`src/rtl/lsu_pkg.sv`:
```
// Shared types and helpers for the MEM-stage load/store unit and its store buffer.
// Byte-lane masks, alignment check, store lane shift and load align/extend live here.
package lsu_pkg;

  localparam int unsigned LSU_ADDR_W  = 32;
  localparam int unsigned LSU_WADDR_W = LSU_ADDR_W - 2;

  typedef enum logic [2:0] {
    LD_B  = 3'b000,
    LD_H  = 3'b001,
    LD_W  = 3'b010,
    LD_BU = 3'b100,
    LD_HU = 3'b101
  } ld_funct3_t;

  typedef enum logic [2:0] {
    ST_B = 3'b000,
    ST_H = 3'b001,
    ST_W = 3'b010
  } st_funct3_t;

  typedef enum logic [1:0] {L_IDLE, L_HAZ, L_REQ, L_WAIT} lsu_state_t;

  typedef struct packed {
    logic [LSU_WADDR_W-1:0] addr;
    logic [31:0]            data;
    logic [3:0]             mask;
  } sb_entry_t;

  // funct3[1:0] encodes access size for both loads and stores.
  function automatic logic [3:0] byte_mask(input logic [2:0] funct3, input logic [1:0] off);
    case (funct3[1:0])
      2'b00:   return 4'b0001 << off;
      2'b01:   return 4'b0011 << off;
      default: return 4'b1111;
    endcase
  endfunction

  function automatic logic misaligned(input logic [2:0] funct3, input logic [1:0] off);
    case (funct3[1:0])
      2'b00:   return 1'b0;
      2'b01:   return off[0];
      default: return off != 2'b00;
    endcase
  endfunction

  function automatic logic [31:0] store_data(input logic [31:0] wdata, input logic [1:0] off);
    return wdata << {off, 3'b000};
  endfunction

  function automatic logic [31:0] load_extend(input logic [2:0] funct3, input logic [1:0] off,
                                              input logic [31:0] word);
    logic [31:0] s;
    s = word >> {off, 3'b000};
    case (funct3)
      LD_B:    return {{24{s[7]}}, s[7:0]};
      LD_H:    return {{16{s[15]}}, s[15:0]};
      LD_BU:   return {24'h0, s[7:0]};
      LD_HU:   return {16'h0, s[15:0]};
      default: return s;
    endcase
  endfunction

endpackage

```
`src/rtl/mem_lsu_sb_fifo.sv`:
```
// Circular store buffer with head/tail/count and a parallel word-address probe.
// The probe reports the youngest matching entry and whether its mask covers the probe mask.
module mem_lsu_sb_fifo
  import lsu_pkg::*;
#(
  parameter int unsigned SB_DEPTH = 4
) (
  input  logic                        clk,
  input  logic                        rst,
  input  logic                        push,
  input  sb_entry_t                   push_entry,
  input  logic                        pop,
  input  logic [LSU_WADDR_W-1:0]      probe_addr,
  input  logic [3:0]                  probe_mask,
  output sb_entry_t                   head_entry,
  output logic                        full,
  output logic                        empty,
  output logic                        hit,
  output logic [$clog2(SB_DEPTH)-1:0] hit_idx,
  output logic [31:0]                 hit_data,
  output logic                        full_cover
);

  localparam int unsigned PW = $clog2(SB_DEPTH);

  sb_entry_t     mem_q [SB_DEPTH];
  logic [PW-1:0] head_q, tail_q;
  logic [PW:0]   count_q;
  logic [PW-1:0] probe_idx;

  assign full       = count_q == (PW+1)'(SB_DEPTH);
  assign empty      = count_q == '0;
  assign head_entry = mem_q[head_q];

  // Pointers are PW bits wide, so increments wrap modulo SB_DEPTH.
  always_ff @(posedge clk or negedge rst) begin
    if (!rst) begin
      head_q  <= '0;
      tail_q  <= '0;
      count_q <= '0;
      for (int i = 0; i < SB_DEPTH; i++) mem_q[i] <= '0;
    end else begin
      if (push) begin
        mem_q[tail_q] <= push_entry;
        tail_q        <= tail_q + 1'b1;
      end
      if (pop) head_q <= head_q + 1'b1;
      case ({push, pop})
        2'b10:   count_q <= count_q + 1'b1;
        2'b01:   count_q <= count_q - 1'b1;
        default: count_q <= count_q;
      endcase
    end
  end

  // Walk oldest to youngest so the last match is the youngest.
  always_comb begin
    hit       = 1'b0;
    hit_idx   = '0;
    probe_idx = '0;
    for (int i = 0; i < SB_DEPTH; i++) begin
      probe_idx = head_q + PW'(i);
      if (((PW+1)'(i) < count_q) && (mem_q[probe_idx].addr == probe_addr)) begin
        hit     = 1'b1;
        hit_idx = probe_idx;
      end
    end
  end

  assign hit_data   = mem_q[hit_idx].data;
  assign full_cover = hit && ((mem_q[hit_idx].mask & probe_mask) == probe_mask);

endmodule

```
`src/rtl/mem_lsu_sb.sv`:
```
// MEM-stage load/store unit: stores retire into a draining store buffer, loads probe it first.
// Define MEM_LSU_FWD_EN for full-coverage store-to-load forwarding; otherwise SB hits wait for drain.
module mem_lsu_sb
  import lsu_pkg::*;
#(
  parameter int unsigned SB_DEPTH = 4,
  parameter int unsigned ADDR_W   = 32,
  parameter int unsigned DATA_W   = 32
) (
  input  logic              clk,
  input  logic              rst,
  input  logic              in_valid,
  output logic              in_ready,
  input  logic              in_is_load,
  input  logic              in_is_store,
  input  logic [2:0]        in_funct3,
  input  logic [ADDR_W-1:0] in_addr,
  input  logic [DATA_W-1:0] in_wdata,
  input  logic [4:0]        in_rd,
  output logic              out_valid,
  output logic [4:0]        out_rd,
  output logic [DATA_W-1:0] out_data,
  output logic              out_misalign,
  output logic              dc_req_valid,
  input  logic              dc_req_ready,
  output logic              dc_req_we,
  output logic [ADDR_W-1:0] dc_req_addr,
  output logic [DATA_W-1:0] dc_req_wdata,
  output logic [3:0]        dc_req_wmask,
  input  logic              dc_resp_valid,
  input  logic [DATA_W-1:0] dc_resp_rdata,
  output logic              sb_empty
);

  lsu_state_t             state_q;
  logic [2:0]             ld_funct3_q;
  logic [1:0]             ld_off_q;
  logic [LSU_WADDR_W-1:0] ld_waddr_q;
  logic [4:0]             ld_rd_q;
  logic                   out_valid_q, out_misalign_q;
  logic [4:0]             out_rd_q;
  logic [DATA_W-1:0]      out_data_q;

  logic                        is_load, is_store, acc_mis, accept, push, pop, drain_valid;
  logic [1:0]                  off;
  logic [3:0]                  acc_mask;
  sb_entry_t                   push_entry, head_entry;
  logic                        sb_full, sb_hit, sb_full_cover;
  logic [$clog2(SB_DEPTH)-1:0] sb_hit_idx;
  logic [31:0]                 sb_hit_data;

  assign is_load  = in_is_load;
  assign is_store = in_is_store && !in_is_load;
  assign off      = in_addr[1:0];
  assign acc_mask = byte_mask(in_funct3, off);
  assign acc_mis  = (is_load || is_store) && misaligned(in_funct3, off);

  // Full check uses the registered count: a same-cycle pop does not free a slot.
  assign in_ready = (state_q == L_IDLE) && !(is_store && sb_full);
  assign accept   = in_valid && in_ready;
  assign push     = accept && is_store && !acc_mis;

  always_comb begin
    push_entry      = '0;
    push_entry.addr = in_addr[ADDR_W-1:2];
    push_entry.data = store_data(in_wdata, off);
    push_entry.mask = acc_mask;
  end

  // A pending load read owns the port; drain resumes once the load completes.
  assign drain_valid  = !sb_empty && (state_q != L_REQ) && (state_q != L_WAIT);
  assign pop          = drain_valid && dc_req_ready;
  assign dc_req_valid = (state_q == L_REQ) || drain_valid;
  assign dc_req_we    = drain_valid;
  assign dc_req_addr  = (state_q == L_REQ) ? {ld_waddr_q, 2'b00} : {head_entry.addr, 2'b00};
  assign dc_req_wdata = drain_valid ? head_entry.data : '0;
  assign dc_req_wmask = drain_valid ? head_entry.mask : 4'b0000;

  mem_lsu_sb_fifo #(
    .SB_DEPTH(SB_DEPTH)
  ) u_fifo (
    .clk       (clk),
    .rst       (rst),
    .push      (push),
    .push_entry(push_entry),
    .pop       (pop),
    .probe_addr(in_addr[ADDR_W-1:2]),
    .probe_mask(acc_mask),
    .head_entry(head_entry),
    .full      (sb_full),
    .empty     (sb_empty),
    .hit       (sb_hit),
    .hit_idx   (sb_hit_idx),
    .hit_data  (sb_hit_data),
    .full_cover(sb_full_cover)
  );

  logic unused_hit_idx;
  assign unused_hit_idx = ^sb_hit_idx;
`ifndef MEM_LSU_FWD_EN
  logic unused_fwd;
  assign unused_fwd = ^{sb_hit_data, sb_full_cover};
`endif

  always_ff @(posedge clk or negedge rst) begin
    if (!rst) begin
      state_q        <= L_IDLE;
      ld_funct3_q    <= '0;
      ld_off_q       <= '0;
      ld_waddr_q     <= '0;
      ld_rd_q        <= '0;
      out_valid_q    <= 1'b0;
      out_misalign_q <= 1'b0;
      out_rd_q       <= '0;
      out_data_q     <= '0;
    end else begin
      out_valid_q    <= 1'b0;
      out_misalign_q <= 1'b0;
      unique case (state_q)
        L_IDLE: begin
          if (accept) begin
            out_rd_q   <= '0;
            out_data_q <= '0;
            if (acc_mis) begin
              out_valid_q    <= 1'b1;
              out_misalign_q <= 1'b1;
              out_rd_q       <= is_load ? in_rd : 5'd0;
            end else if (is_store) begin
              out_valid_q <= 1'b1;
            end else if (is_load) begin
              ld_funct3_q <= in_funct3;
              ld_off_q    <= off;
              ld_waddr_q  <= in_addr[ADDR_W-1:2];
              ld_rd_q     <= in_rd;
`ifdef MEM_LSU_FWD_EN
              if (sb_full_cover) begin
                out_valid_q <= 1'b1;
                out_rd_q    <= in_rd;
                out_data_q  <= load_extend(in_funct3, off, sb_hit_data);
              end else begin
                state_q <= sb_hit ? L_HAZ : L_REQ;
              end
`else
              state_q <= sb_hit ? L_HAZ : L_REQ;
`endif
            end else begin
              out_valid_q <= 1'b1;
              out_rd_q    <= in_rd;
              out_data_q  <= in_addr;
            end
          end
        end
        L_HAZ: if (sb_empty) state_q <= L_REQ;
        L_REQ: if (dc_req_ready) state_q <= L_WAIT;
        L_WAIT: begin
          if (dc_resp_valid) begin
            out_valid_q <= 1'b1;
            out_rd_q    <= ld_rd_q;
            out_data_q  <= load_extend(ld_funct3_q, ld_off_q, dc_resp_rdata);
            state_q     <= L_IDLE;
          end
        end
        default: state_q <= L_IDLE;
      endcase
    end
  end

  assign out_valid    = out_valid_q;
  assign out_rd       = out_rd_q;
  assign out_data     = out_data_q;
  assign out_misalign = out_misalign_q;

endmodule

```
`config.mk`:
```
export PLATFORM = sky130hd
export DESIGN_NAME = mem_lsu_sb
export DESIGN_NICKNAME = d
export VERILOG_FILES = /design/src/rtl/lsu_pkg.sv /design/src/rtl/mem_lsu_sb_fifo.sv /design/src/rtl/mem_lsu_sb.sv
export SDC_FILE = /design/constraint.sdc
export NUM_CORES = 1
export LEC_CHECK = 0
export CAP_MARGIN = 25
export CORE_ASPECT_RATIO = 0.6
export CORE_UTILIZATION = 32
export CTS_BUF_LIST = sky130_fd_sc_hd__clkbuf_8
export DETAILED_ROUTE_END_ITERATION = 12
export GPL_TIMING_DRIVEN = 0
export PLACE_DENSITY = 0.49
export SKIP_CTS_REPAIR_TIMING = 1
export SLEW_MARGIN = 20
export SYNTH_ARGS = -nofsm -noshare
export SYNTH_HDL_FRONTEND = slang
export SYNTH_SLANG_ARGS = --single-unit
export TNS_END_PERCENT = 20
```
`constraint.sdc`:
```
create_clock -name clk -period 3 [get_ports clk]
set_input_delay 0.9 -clock clk [delete_from_list [all_inputs] [get_ports clk]]
set_output_delay 0.9 -clock clk [all_outputs]
set_load 0.02 [all_outputs]
```
== Word level (Yosys, flattened, before mapping) ==
Index checks and enable logic that the tools add are counted.
Storage, ports and cells
  bits in registers: 352
  logic and storage cells: 162
  bits of input ports: 111
  output and inout port bits: 111
Operators by class
  eq/ne operators: 23
  add/subtract/negate cells: 6
  shift-type cells: 4
  reduce and logical (&&, ||, !) cells: 31
  bitwise logic cells: 7
  order comparisons: 10
  muxes and demuxes: 57
Operators by type and width (number)
  $mux 66: 9
  $bmux 66 s2: 4
  $bwmux 264: 1
  $mux 32: 7
  $demux 66 s2: 1
  $pmux 32 s4: 1
  $eq 30x30->1: 4
  $pmux 32 s2: 1
  $shl 32x5->32: 1
  $shr 32x5->32: 1
  $mux 5: 6
  $ne 2x2->1 const B: 9
  $mux 2: 8
  $ge 3x3->1 const B: 5
  $logic_and 1x1->1: 15
  $not 2->3: 5
  $mux 1: 12
  $pmux 5 s2: 1
  $eq 3x3->1 const B: 3
  $pmux 2 s4: 1
  $pmux 4 s2: 1
  $reduce_and 7->1: 1
  $eq 2x1->1 const B: 3
  $eq 2x2->1 const B: 3
  21 further kinds: 35

== Longest topological paths before layout ==
  depth after elaboration: 16
  depth in mapped cells: 12
  depth with buffers taken out: 11

== Hierarchy ==
From an unflattened synthesis, not the netlist that was laid out.
Unflattened totals
  cell total of the unflattened synthesis: 1940
  area total of the unflattened synthesis: 22903.2 um2
Modules (own cells, without submodules)
  mem_lsu_sb_fifo: area each 17340.4 um2, cells each 1347, instances 1, seq. area each 6781.5 um2
  mem_lsu_sb: area each 5562.8 um2, cells each 593, instances 1, seq. area each 2026.9 um2

== Least setup slack after synthesis ==
OpenSTA, ideal clock, no wires.
  path kind: flip-flop to output port
  from: reg u_fifo.head_q[0]
  to: out dc_req_wdata[10]
  buffers on the path: 7
  data required time: 2.100 ns
  data arrival time: 2.342 ns
  cell stages (with the launch flop): 10
  path slack: -0.242 ns
  path through: dfrtp_1 buf_6 buf_12 buf_6 buf_4 buf_6 buf_2 buf_2 mux4_2 and2_1
On the way
  longest elaborated chain between the ends: 5
Ends and longest elaborated chain
  start: declaration: RTL line mem_lsu_sb_fifo.sv:27  | logic [PW-1:0] head_q, tail_q;
  start signal: assignment: RTL line mem_lsu_sb_fifo.sv:47  | if (pop) head_q <= head_q + 1'b1;
  $not 2->3 (implied by the code): RTL line mem_lsu_sb_fifo.sv:33  | assign head_entry = mem_q[head_q];
  $bmux 66 s2: RTL line mem_lsu_sb_fifo.sv:33
  $mux 66 (implied by the code) (2 in a row): RTL line mem_lsu_sb_fifo.sv:33
  $mux 32: RTL line mem_lsu_sb.sv:76  | assign dc_req_wdata = drain_valid ? head_entry.data : '0;
  end: declaration: RTL line mem_lsu_sb.sv:28  | output logic [DATA_W-1:0] dc_req_wdata,
Every way passes these cells. The select of a mux whose other input is x is not followed.

== Final worst setup path ==
  from: reg u_fifo.head_q[0]
  to: out dc_req_wdata[8]
The elaborated chain is that of the path after synthesis.

==> results.tsv <==
stage	metric	value	unit
outcome	status	finished, violations left	
outcome	violations	negative setup slack	
cells_and_area	final_common_cell	nand2_1	
critical_path	critical-path-top-delay-family	buffers and inverters	
clock_tree	insertion_delay	0.71	ns
timing	final_max_slew_viol_count	0	
drt	drtAntennaViolNets	0	
critical_path	path_buf_inv	8	
die	dieArea	65900	um^2
critical_path	critical-path-slowest-cell	mux4_2	
grt	antenna_found_initial	4	
drt	via_count	18800	
timing	max_freq	262	MHz
critical_path	r2r_slack	-0.51	ns
grt	grt_pass1_wl	128000	um
clock_tree	htree_num_levels	2	
critical_path	cp.arrival	2.92	ns
grt	grt.overflow.total	0	
cells_and_area	nFillCells	6125	
timing	post-route-period-util	127	%
timing	rsz0062_at_grt	true	
critical_path	r2r-start	state_q[1]	
critical_path	reg2reg_to	u_fifo.mem_q[64]	
logic_synthesis	synthArstFlopShare	100	%
power_and_ir_drop	leakagePower	12.4	nW
placed_design	hpwl	67500	um
power_and_ir_drop	power_density	1030	nW/um^2
logic_synthesis	ys.flop_type	dfrtp_1	
cells_and_area	area_delta_synth_final	31.3	%
die	initial_utilization	32.7	%
timing	setup_viol_count_final	284	
logic_synthesis	yosys_warnings	0	
cells_and_area	nNetsFinal	2640	
timing	tightestPinTransition	1.11	ns
logic_synthesis	ys_seq_area_share	42.5	%
critical_path	crit_required	2.10	ns
logic_synthesis	synth.distinct_cells	62	
clock_tree	cts_root_buf	clkbuf_8	
timing	finClkSkew	0.0512	ns
timing	min_period	3.82	ns
die	ioPinCount	222	
critical_path	crit_type	flop to output port	
timing	hold_ws	0.0720	ns
drt	drc_errors	0	
timing	setup_ws	-0.818	ns
cells_and_area	final_cell_mix	675 x nand2_1, 350 x dfrtp_1, 142 x o21ai_0	
drt	wirelength	91300	um
drt	wl_per_cell	26.9	um
grt	grt_max_degree	86	
drt	drt-initial-drc-count	2177	
power_and_ir_drop	ir_drop	0.439	mV
logic_synthesis	synth-edff-count	0	
critical_path	cpPeakStageDelay	0.44	ns
logic_synthesis	synthCells	2142	
grt	grt_usage	27.1	%
clock_tree	clk_pin_slew	0.08	ns
flow_run	drv_cap	0	
logic_synthesis	syn_area	20700	um^2
critical_path	critical_path.max_fanout	8	
logic_synthesis	syn_area_per_cell	9.68	um^2
timing	finalHoldViolations	0	
die	die_h	199	um
die	coreArea	63300	um^2
critical_path	crit_path_frequent_cell	buf_16	
clock_tree	clock-sinks	352	
timing	slew_headroom	26.0	%
critical_path	end_kind	output port	
clock_tree	cts_buffers	58	
die	fp.dieW	331	um
placed_design	routabilityCongestion	0.974	
logic_synthesis	synth-seq-cells	352	
placed_design	io_buffers	203	
grt	first_global_vias	18000	
drt	dr.pass1.iters	8	
die	num_rows	71	
critical_path	reg2regPathDepth	12	
cells_and_area	final_layout_size_suffix_gt1_share	23.9	%
cells_and_area	post-route-util	43.0	%
clock_tree	clk_path_buf_depth	3	
clock_tree	cts_tree	done	
critical_path	worstPathCellList	buf_12 -> buf_12 -> buf_16 -> buf_16 -> buf_16 -> buf_16 -> buf_16 -> mux4_2 -> and2_4 -> clkbuf_2	
hold_path	hp-class	input pin to async pin	
cells_and_area	n_antenna_cell	0	
drt	vias_per_cell	5.55	
critical_path	cp-start-kind	flop	
## routing by layer
layer	up-vias	wire length, um	share of wire, %	track usage [%]
li1	8117	-	-	-
met1	9620	44700	49	43.3
met2	996	36300	40	36.5
met3	111	8890	9.7	6.13
met4	2	1460	1.6	4.57
met5	-	13	0.014	0
## final cells by class
cell class                      count  area, um^2  area share (%)
Multi-Input combinational cell   1595       11500            42.2
Inverter                           22         105           0.386
Clock inverter                     27         270           0.993
Tap cell                          839        1050            3.86
Timing Repair Buffer              314        3220            11.8
Buffer                            172        1320            4.83
Timing Repair inverter              1        5.00          0.0184
Clock buffer                       71         977            3.59
Sequential cell                   352        8810            32.4
## flip-flops by register name, summed over array words and instances (netlist names)
register,cells
ld_funct3_q,3
ld_off_q,2
ld_rd_q,5
ld_waddr_q,30
out_data,32
out_misalign,1
out_rd,5
out_valid,1
state_q,2
u_fifo.count_q,3
u_fifo.head_q,2
u_fifo.mem_q,264
u_fifo.tail_q,2
## cells in the mapped netlist, drive strengths merged (3+ instances only)
| cell | instances | share of area, % |
|---|---|---|
| or4 | 3 | 0.11 |
| o21ai | 149 | 3.6 |
| o31ai | 10 | 0.39 |
| o2bb2ai | 3 | 0.13 |
| a221oi | 3 | 0.13 |
| or3 | 3 | 0.091 |
| xnor2 | 96 | 4.1 |
| a211oi | 27 | 1.0 |
| xor2 | 18 | 0.76 |
| a21boi | 3 | 0.11 |
| nand2b | 3 | 0.091 |
| a22o | 8 | 0.34 |
| nor2 | 47 | 0.85 |
| nand2 | 682 | 12 |
| mux2 | 79 | 4.3 |
| nor4 | 9 | 0.30 |
| a22oi | 8 | 0.29 |
| nor2b | 22 | 0.66 |
| nand4 | 17 | 0.51 |
| a31oi | 5 | 0.15 |
| mux4 | 116 | 13 |
| ha | 13 | 0.78 |
| and2 | 41 | 1.2 |
| nor3 | 7 | 0.17 |
| mux2i | 97 | 4.7 |
| clkbuf | 123 | 2.2 |
| a21oi | 76 | 1.8 |
| a21o | 12 | 0.43 |
| and3 | 8 | 0.24 |
| dfrtp | 352 | 42 |
| inv | 20 | 0.36 |
| buf | 51 | 1.6 |
## kinds of logic (layout without fill, tap and decap cells)
group,count (synthesis),after routing,synth area share (%)
and+or+nand+nor,851,851,16.9
DFF,352,352,42.5
AOI/OAI and AO/OA,323,323,9.22
muxes,292,292,21.6
buffers and inverters,196,607,4.19
xor gates and xnor gates,114,114,4.81
adders and majority gates,13,13,0.784
other,1,2,0.0181
## where the power goes
group | internal, mW | leakage (nW) | total, mW | switching, mW
clock network | 2.50 | 0.667 | 4.71 | 2.21
registers | 6.16 | 4.72 | 7.39 | 1.22
logic | 7.54 | 7.00 | 16.0 | 8.47
total | 16.2 | 12.4 | 28.1 | 11.9
## worst register-to-register path, delay by kind of cell (launching register included)
kind / cells / cell delay, ns
compound gates: 1 / 0.33
fa+ha+maj: 1 / 0.28
buf+inv: 5 / 1.48
simple gates: 5 / 0.89
flops: 1 / 0.42
## worst max path at each step
stage	start	end	slack (ns)	cells after the start
floorplan	u_fifo.head_q[0]	dc_req_wdata[10]	0.01	9
global placement	rst	u_fifo.mem_q[114]	-14.93	1
detailed placement	u_fifo.head_q[1]	dc_req_wdata[8]	-1.61	9
CTS	u_fifo.head_q[1]	dc_req_wdata[8]	-2.35	9
global route	u_fifo.head_q[0]	dc_req_wdata[8]	-0.86	10
finish	u_fifo.head_q[0]	dc_req_wdata[8]	-0.82	10
## through the flow
stage | TNS (ns) | instances | worst slack [ns] | total power [mW] | cell area, um^2
final | -82.13 | 3393 | -0.818 | 28.1 | 27200
after global routing | -98.04 | 3393 | -0.856 | 29.3 | 27200
after CTS | -290.24 | 3289 | -2.35 | 24.9 | 25300
after detailed placement | -472.77 | 3191 | -1.61 | 20.2 | 24000
after global placement | -5682.04 | 3185 | -14.93 | 20.0 | 23900
after floorplan | 0 | 2143 | 0.0124 | 15.0 | 20800
(Power assumes the default switching activity.)
